--- config.mk ---
export PLATFORM = sky130hd
export DESIGN_NAME = c2_serial_addsub
export DESIGN_NICKNAME = d
export VERILOG_FILES = /design/src/rtl/c2_serial_addsub.sv
export SDC_FILE = /design/constraint.sdc
export NUM_CORES = 1
export LEC_CHECK = 0
export CAP_MARGIN = 20
export CORE_ASPECT_RATIO = 0.75
export CORE_MARGIN = 2
export CORE_UTILIZATION = 30
export CTS_BUF_LIST = sky130_fd_sc_hd__clkbuf_8 sky130_fd_sc_hd__clkbuf_16
export DETAILED_ROUTE_END_ITERATION = 10
export GPL_TIMING_DRIVEN = 0
export PLACE_DENSITY = 0.53
export SYNTH_ARGS = -nofsm -noshare
export SYNTH_HDL_FRONTEND = slang
export SYNTH_SLANG_ARGS = --single-unit
--- constraint.sdc ---
create_clock -name clk -period 2.2 [get_ports clk]
set_clock_uncertainty 0.1 [all_clocks]
set_input_delay 0.22 -clock clk [delete_from_list [all_inputs] [get_ports clk]]
set_output_delay 0.22 -clock clk [all_outputs]
set_load 0.03 [all_outputs]
--- src/rtl/c2_serial_addsub.sv ---
// Digit-serial two's-complement adder/subtractor: DIGIT bits per clock, LSB first,
// with a registered carry between slices and a start/busy/done handshake.
module c2_serial_addsub #(
  parameter int WIDTH = 16,
  parameter int DIGIT = 4
) (
  input  logic             clk,
  input  logic             rst,
  input  logic             start,
  input  logic             sub,
  input  logic [WIDTH-1:0] a,
  input  logic [WIDTH-1:0] b,
  output logic             busy,
  output logic             done,
  output logic [WIDTH-1:0] sum,
  output logic             cout,
  output logic             ovf
);

  localparam int STEPS = WIDTH / DIGIT;
  localparam int CW    = (STEPS > 1) ? $clog2(STEPS) : 1;

  typedef enum logic [1:0] {S_IDLE, S_RUN, S_DONE} state_e;

  state_e           state_q, state_d;
  logic [WIDTH-1:0] op_a_q, op_a_d;
  logic [WIDTH-1:0] op_b_q, op_b_d;
  logic [WIDTH-1:0] res_q, res_d;
  logic [WIDTH-1:0] sum_q, sum_d;
  logic             carry_q, carry_d;
  logic             cout_q, cout_d;
  logic             ovf_q, ovf_d;
  logic [CW-1:0]    cnt_q, cnt_d;

  logic [DIGIT:0]   slice;
  logic             c_msb;
  logic             last_step;
  logic [WIDTH-1:0] res_shift;
  logic [WIDTH-1:0] op_a_shift;
  logic [WIDTH-1:0] op_b_shift;

  always_comb begin
    slice = {1'b0, op_a_q[DIGIT-1:0]} + {1'b0, op_b_q[DIGIT-1:0]} + {{DIGIT{1'b0}}, carry_q};
    // Sum bit = a ^ b ^ carry-in, so the carry into the slice MSB falls out of the XOR.
    c_msb     = slice[DIGIT-1] ^ op_a_q[DIGIT-1] ^ op_b_q[DIGIT-1];
    last_step = (cnt_q == CW'(STEPS - 1));
  end

  if (STEPS == 1) begin : g_single
    assign res_shift  = slice[DIGIT-1:0];
    assign op_a_shift = '0;
    assign op_b_shift = '0;
  end else begin : g_multi
    assign res_shift  = {slice[DIGIT-1:0], res_q[WIDTH-1:DIGIT]};
    assign op_a_shift = {{DIGIT{1'b0}}, op_a_q[WIDTH-1:DIGIT]};
    assign op_b_shift = {{DIGIT{1'b0}}, op_b_q[WIDTH-1:DIGIT]};
  end

  always_comb begin
    // NOTE: every variable gets its hold value first so no path through the case infers a latch.
    state_d = state_q;
    op_a_d  = op_a_q;
    op_b_d  = op_b_q;
    res_d   = res_q;
    sum_d   = sum_q;
    carry_d = carry_q;
    cout_d  = cout_q;
    ovf_d   = ovf_q;
    cnt_d   = cnt_q;

    unique case (state_q)
      S_IDLE, S_DONE: begin
        if (start) begin
          op_a_d  = a;
          op_b_d  = sub ? ~b : b;
          carry_d = sub;
          cnt_d   = '0;
          state_d = S_RUN;
        end else begin
          state_d = S_IDLE;
        end
      end
      S_RUN: begin
        op_a_d  = op_a_shift;
        op_b_d  = op_b_shift;
        res_d   = res_shift;
        carry_d = slice[DIGIT];
        cnt_d   = cnt_q + CW'(1);
        if (last_step) begin
          sum_d   = res_shift;
          cout_d  = slice[DIGIT];
          ovf_d   = c_msb ^ slice[DIGIT];
          state_d = S_DONE;
        end
      end
      default: state_d = S_IDLE;
    endcase
  end

  // NOTE: state registers use non-blocking assignments so all flops update from pre-edge values.
  always_ff @(posedge clk or posedge rst) begin
    if (rst) begin
      state_q <= S_IDLE;
      op_a_q  <= '0;
      op_b_q  <= '0;
      res_q   <= '0;
      sum_q   <= '0;
      carry_q <= 1'b0;
      cout_q  <= 1'b0;
      ovf_q   <= 1'b0;
      cnt_q   <= '0;
    end else begin
      state_q <= state_d;
      op_a_q  <= op_a_d;
      op_b_q  <= op_b_d;
      res_q   <= res_d;
      sum_q   <= sum_d;
      carry_q <= carry_d;
      cout_q  <= cout_d;
      ovf_q   <= ovf_d;
      cnt_q   <= cnt_d;
    end
  end

  assign busy = (state_q == S_RUN);
  assign done = (state_q == S_DONE);
  assign sum  = sum_q;
  assign cout = cout_q;
  assign ovf  = ovf_q;

endmodule

==> impl_metrics.ini <==
[placement]
placed_cells = 447
postPlaceCellArea_sq_mm = 0.003650
io_buffers = 54
post-place-ws_ns = 0.07527
globalplace.congestion = 0.7202
dpl.hpwl_um = 4408

[cts]
htreeDepth = 3
cts_buffer_depth = 2
clock_latency_ns = 0.33
cts_inserted_buffers = 9
cts.sinks = 67
path_clk_slew_ns = 0.05
clock-root-buffer = clkbuf_16
cts_setup_buffers = 0
cts_tree = yes

[synthesis]
synth-main-ff-cell = dfrtp_1
seq_area_frac_synth = 0.5700
synthTopCellsByCount = dfrtp_1, nand2_1, xnor2_1
synthTopCellsByArea = dfrtp_1, nand2_1, xnor2_1
synthArstFlopShare = 1.000
syn-instance-count = 261
netlist_area_sq_mm = 0.002942
synth_edf_count = 0
ys.warnings.count = 0
ys_seq_elements = 67
syn_area_per_cell_sq_um = 11.27
yosysUniqueCellTypes = 28
synth.most_common_cell = dfrtp_1
yosysTopAreaCell = dfrtp_1
syn-num-nets = 303
synth_top_area_share = 0.5700

[grt]
grt_use_met1 = 0.1732
overflow = 0
grt_first_pass_wirelength_um = 10370
use_met3 = 0.03997
antenna_found_initial = 0
grt.total_usage = 0.1263
top_usage_layer = met2
grt_pass1_vias = 2142
use_met2 = 0.1806
grt_max_degree = 68

[pwr]
total_power_mw = 6.234
p_leak_nw = 1.778
irDropWorstVdd_mv = 0.4523
power_density_mw_per_mm2 = 1580

[detailed_routing]
drtPass1Iterations = 4
detail-route-antenna-nets = 0
drtIter0Drc = 93
drt-vias-per-instance = 4.523
drc = 0
drt_wl_total_um = 6178
routed-via-count = 2094
routedWlPerCell_um = 13.34

[worst_setup_path]
critical_path_class = reg2reg
cp-end-kind = flop
ff2ff_path_depth = 6
r2r-start = op_a_q[0]
crit_required_ns = 2.30
critPathTopFamily = XOR/XNOR gates
critPathMaxStageDelay_ns = 0.46
r2r-end = ovf
critPathBufInv = 0
ff2ff_setup_slack_ns = 0.12
crit_fanout = 3
cp.arrival_ns = 2.18
critPathSlowestCell = fa_1
start_kind = flop
crit_chain = fa_1 -> a21o_1 -> a21oi_1 -> xor2_1 -> xnor2_1 -> o21ai_1
startpoint = op_a_q[0]

[floorplan]
die_y_um = 89.76
boundaryPins = 56
fp.dieW_um = 118.3
rows = 31
core_sq_mm = 0.009580
dieArea_sq_mm = 0.01062
initial_core_util = 0.3070

[cells_and_area]
drive_above_1_share = 0.1480
antenna_cells = 0
area_delta_synth_final_pct = 34.11
final_cell_area_sq_mm = 0.003945
fin_cells = 463
fin_nets = 368
nFillCells = 965

[sta]
post-route-period-util = 0.9452
period_minus_slack_ns = 2.079
setup_ws_ns = 0.1206
worst_pin_slew_ns = 0.8210
tns_ns = 0
maxSlewHeadroom = 0.4526
hold_viol = 0
maxSlewViolCount = 0
max_freq_ghz = 0.4809
rsz0062_at_grt = no
setup_viol = 0

[status]
status = finished clean

[min_path]
holdCritPathClass = in2async

[job]
maxCapViolCount = 0
[cell type report]
cell class | count | area (sq um) | share of cell area
inverters | 6 | 27.53 | 0.006977
plain buffers | 17 | 123.9 | 0.03140
well taps | 132 | 165.2 | 0.04186
repair buffers | 54 | 535.5 | 0.1357
flip-flops and latches | 67 | 1677 | 0.4250
multi-input cells | 171 | 1122 | 0.2845
clock inverters | 7 | 68.82 | 0.01744
clock buffers | 9 | 225.2 | 0.05709
[routing by layer]
| metal | share of wire | vias up |
|---|---|---|
| met1 | 0.50 | 1016 |
| met2 | 0.44 | 51 |
| met3 | 0.045 | 12 |
| met4 | 0.021 | 0 |
| li1 | - | 1015 |
| met5 | 0 | - |
[through the flow]
stage	hold slack (ns)	utilization
finish	0.3102	0.4118
global route	0.3431	0.4118
CTS	0.3121	0.4116
detailed placement	0.3634	0.3810
global placement	0.3580	0.3807
floorplan	0.2481	-
[sequential cells by signal, summed over array words and instances, names as in the netlist]
name / flops
cnt_q: 2
carry_q: 1
ovf: 1
op_a_q: 16
op_b_q: 16
sum: 16
state_q: 2
cout: 1
res_q: 12
[timing repair]
item	CTS	global route
hold buffers	0	0
resized for setup	2	2
endpoints found under the setup margin	1	2
pin swaps	0	1
[cell families (layout without fill, tap and decap cells)]
group,count (synthesis),count (layout),synth area share
multiplexers,13,13,0.04977
adder cells (fa/ha/maj),6,6,0.03063
XOR/XNOR,21,21,0.06253
buffers and inverters,23,93,0.05062
flip-flops,67,67,0.5700
AO/OA/AOI/OAI,48,48,0.1225
AND/OR/NAND/NOR,83,83,0.1140
[cells in the final DEF (no fill, tap or decap)]
| master | instances |
|---|---|
| dfrtp_1 | 67 |
| nand2_1 | 62 |
| clkdlybuf4s50_1 | 53 |
| xnor2_1 | 19 |
| o21ai_0 | 14 |
| a221o_1 | 13 |
| mux2_2 | 13 |
| nor2_1 | 13 |
| a22oi_1 | 12 |
| clkbuf_16 | 9 |
| buf_2 | 6 |
| a22o_1 | 5 |
| buf_6 | 4 |
| inv_1 | 4 |
| ha_1 | 4 |
| nand2b_1 | 3 |
| clkbuf_1 | 3 |
| buf_4 | 3 |
| clkinv_2 | 3 |
| inv_4 | 2 |
| nor2b_1 | 2 |
| xor2_1 | 2 |
| fa_1 | 2 |
| clkinvlp_4 | 2 |
| buf_8 | 1 |
| nor2_4 | 1 |
| nor3_1 | 1 |
| nand2_2 | 1 |
| a21o_1 | 1 |
| a21oi_1 | 1 |
| o2bb2ai_2 | 1 |
| o21ai_1 | 1 |
| clkinv_4 | 1 |
| bufinv_16 | 1 |
| clkbuf_2 | 1 |
[worst reg2reg max path, cell delays in order, from the launching register on]
cell and delay, ns:
dfrtp_1 0.41, fa_1 0.46, a21o_1 0.19, a21oi_1 0.18, xor2_1 0.37, xnor2_1 0.17
o21ai_1 0.07
[power by group]
part,switching (mW),total (mW),internal (mW)
Combinational,1.46,2.68,1.22
Sequential,0.352,2.15,1.80
Clock,0.528,1.40,0.871
Total,2.34,6.23,3.89
[worst max-delay path by stage]
| stage | to | slack, ns | depth (start not counted) |
|---|---|---|---|
| final | ovf | 0.12 | 6 |
| after global routing | ovf | 0.01 | 8 |
| after CTS | busy | 0.02 | 6 |
| after detailed placement | busy | 0.08 | 6 |
| after global placement | state_q[1] | -0.99 | 2 |
| after floorplan | carry_q | 0.20 | 1 |
Power figures use the tool's default switching activity.
==> variant, RTL diff (same flow settings) <==
Reset style: synchronous (`rst`), changed in one clocked block.
--- a/src/rtl/c2_serial_addsub.sv
+++ b/src/rtl/c2_serial_addsub.sv
@@ -98,7 +98,7 @@
   end
 
   // NOTE: state registers use non-blocking assignments so all flops update from pre-edge values.
-  always_ff @(posedge clk or posedge rst) begin
+  always_ff @(posedge clk) begin
     if (rst) begin
       state_q <= S_IDLE;
       op_a_q  <= '0;
Formal check against the unedited RTL: differs if rst is asserted again (counterexample within 4 cycles, from zero or initial values and one cycle with rst high); with rst held inactive, the same outputs for 10 cycles.
==> variant against the unedited design <==
- sequential cell count stayed put
- sequential share of layout area is 7.7 points lower
- critical endpoint is now ovf$_SDFFE_PP0P_
- critical path depth is 2 higher
- global-route usage is 1.4 points higher
- setup slack worse by 0.00066 ns
- via count is 11% higher
- maximum frequency hardly changed
- area after synthesis is 3.5% lower
- design area is 2.2% lower
- routed wire length is 8.2% higher
Power is not compared: it rests on default switching activity, and its combinational part moved more than twofold at a synthesized area within 25%.
==> variant: results (changes against the unedited design) <==
status:
  status: "completed"
synth:
  seq_area_frac_synth: 0.4727  # -0.09731
  yosysUniqueCellTypes: 30  # +7.1%
  yosys-top-cells-count: "nand2_1, dfxtp_1, a21oi_1"
  yosys-top-cells-area: "dfxtp_1, nand2_1, a22oi_1"
  ys.flop_type: "dfxtp_1"
  synthArstFlopShare: 0  # -1.000
  syn_nets: 363  # +20%
place:
  dp_hpwl_um: 4905  # +11%
  port_buffers: 54  # unchanged
  placed_area_sq_um: 3538  # -3.1%
  gp_congestion: 0.7221  # +0.26%
cells_and_area:
  antennaDiodeCount: 0  # unchanged
  fillCellCount: 942  # -2.4%
  drive_above_1_share: 0.1476  # -0.0004536
  nets: 430  # +17%
clock_network:
  clkLatencyLatePin_ns: 0.33  # about the same
  htree_levels: 3  # unchanged
  cts_buffer_depth: 2  # unchanged
global_route:
  grt_pass1_vias: 2236  # +4.4%
  grt_max_degree: 14  # -79%
  grt_pass1_wl_um: 10960  # +5.7%
  grt_usage: 0.1401  # +0.01379
detailed_routing:
  drt_wl_total_um: 6686  # +8.2%
  vias: 2327  # +11%
  drt_pre_antenna_iters: 4  # unchanged
  drc: 0  # unchanged
  drt_iter0_drc: 102  # +9.7%
min_path:
  hold_class: "flop to flop"
sta:
  tightest_slew_ns: 0.7128  # -0.1083 ns
critical_path:
  slowest_stage: "fa_1"
  path_delay_family: "adder cells"
  cpPeakStageDelay_ns: 0.40  # -0.06 ns
  worst_setup_path_start_kind: "flop"
  cp_max_fo: 3  # unchanged
  crit_arrival_ns: 2.21  # +0.03 ns
power_and_ir_drop:
  peakVddDrop_v: 0.0003258
[variant: final cells by class]
cell class | instances | share of cell area
clock inverter | 7 | 0.01979
tap | 128 | 0.04152
buffer | 24 | 0.03568
sequential | 67 | 0.3480
clock buffer | 9 | 0.05838
timing repair buffer | 56 | 0.1437
inverter | 4 | 0.005190
multi-input combinational | 226 | 0.3477
[variant: cells by family after synthesis]
kind of cell | after synthesis | synth area share
flip-flops | 67 | 0.4727
AO/OA/AOI/OAI | 92 | 0.2116
buffers and inverters | 28 | 0.05556
XOR/XNOR | 21 | 0.06746
AND/OR/NAND/NOR | 107 | 0.1609
adder cells (fa/ha/maj) | 6 | 0.03175
[variant: final timing paths]
check,startpoint,endpoint,slack (ns),cells past startpoint
hold reg to reg,sum[4]$_SDFFE_PP0P_,sum[4]$_SDFFE_PP0P_,0.35,2
setup / recovery,op_b_q[0]$_SDFFE_PP0P_,ovf$_SDFFE_PP0P_,0.12,8
hold / removal,sum[4]$_SDFFE_PP0P_,sum[4]$_SDFFE_PP0P_,0.35,2
setup reg to reg,op_b_q[0]$_SDFFE_PP0P_,ovf$_SDFFE_PP0P_,0.12,8
[variant: metal layers]
layer  share of wire  track usage
met4           0.014      0.05195
met2            0.43       0.2098
met5               0            0
met3           0.056      0.04041
met1            0.50       0.1927
[variant: worst reg2reg max path, cell delays in order, from the launching register on]
cell      delay, ns
dfxtp_1        0.37
fa_2           0.22
inv_1          0.05
fa_1           0.40
nand2b_1       0.18
a21oi_2        0.20
xnor2_1        0.15
xnor2_1        0.12
a21o_1         0.19
[variant: power by group]
group          internal [mW]  total, mW  switching, mW
combinational          0.169      0.367          0.198
clock                  0.882       1.44          0.554
sequential              1.27       1.31         0.0352
total                   2.32       3.11          0.787
[variant: per-stage QoR]
step / worst slack (ns) / std cells / utilization / hold WS, ns
finish: 0.1200 / 521 / 0.4229 / 0.3533
global route: -0.01205 / 521 / 0.4229 / 0.3683
CTS: 0.08328 / 519 / 0.4209 / 0.3553
detailed placement: 0.1032 / 503 / 0.3879 / 0.3469
global placement: 0.1459 / 503 / 0.3879 / 0.3434
floorplan: 0.3263 / 321 / - / 0.2044
[variant: timing repair]
action                                  4_1_cts  5_1_grt
hold buffers                                  0        0
gates resized for setup                       1        2
pin swaps                                     0        1
endpoints found under the setup margin        1        1
buffers inserted                              0        2
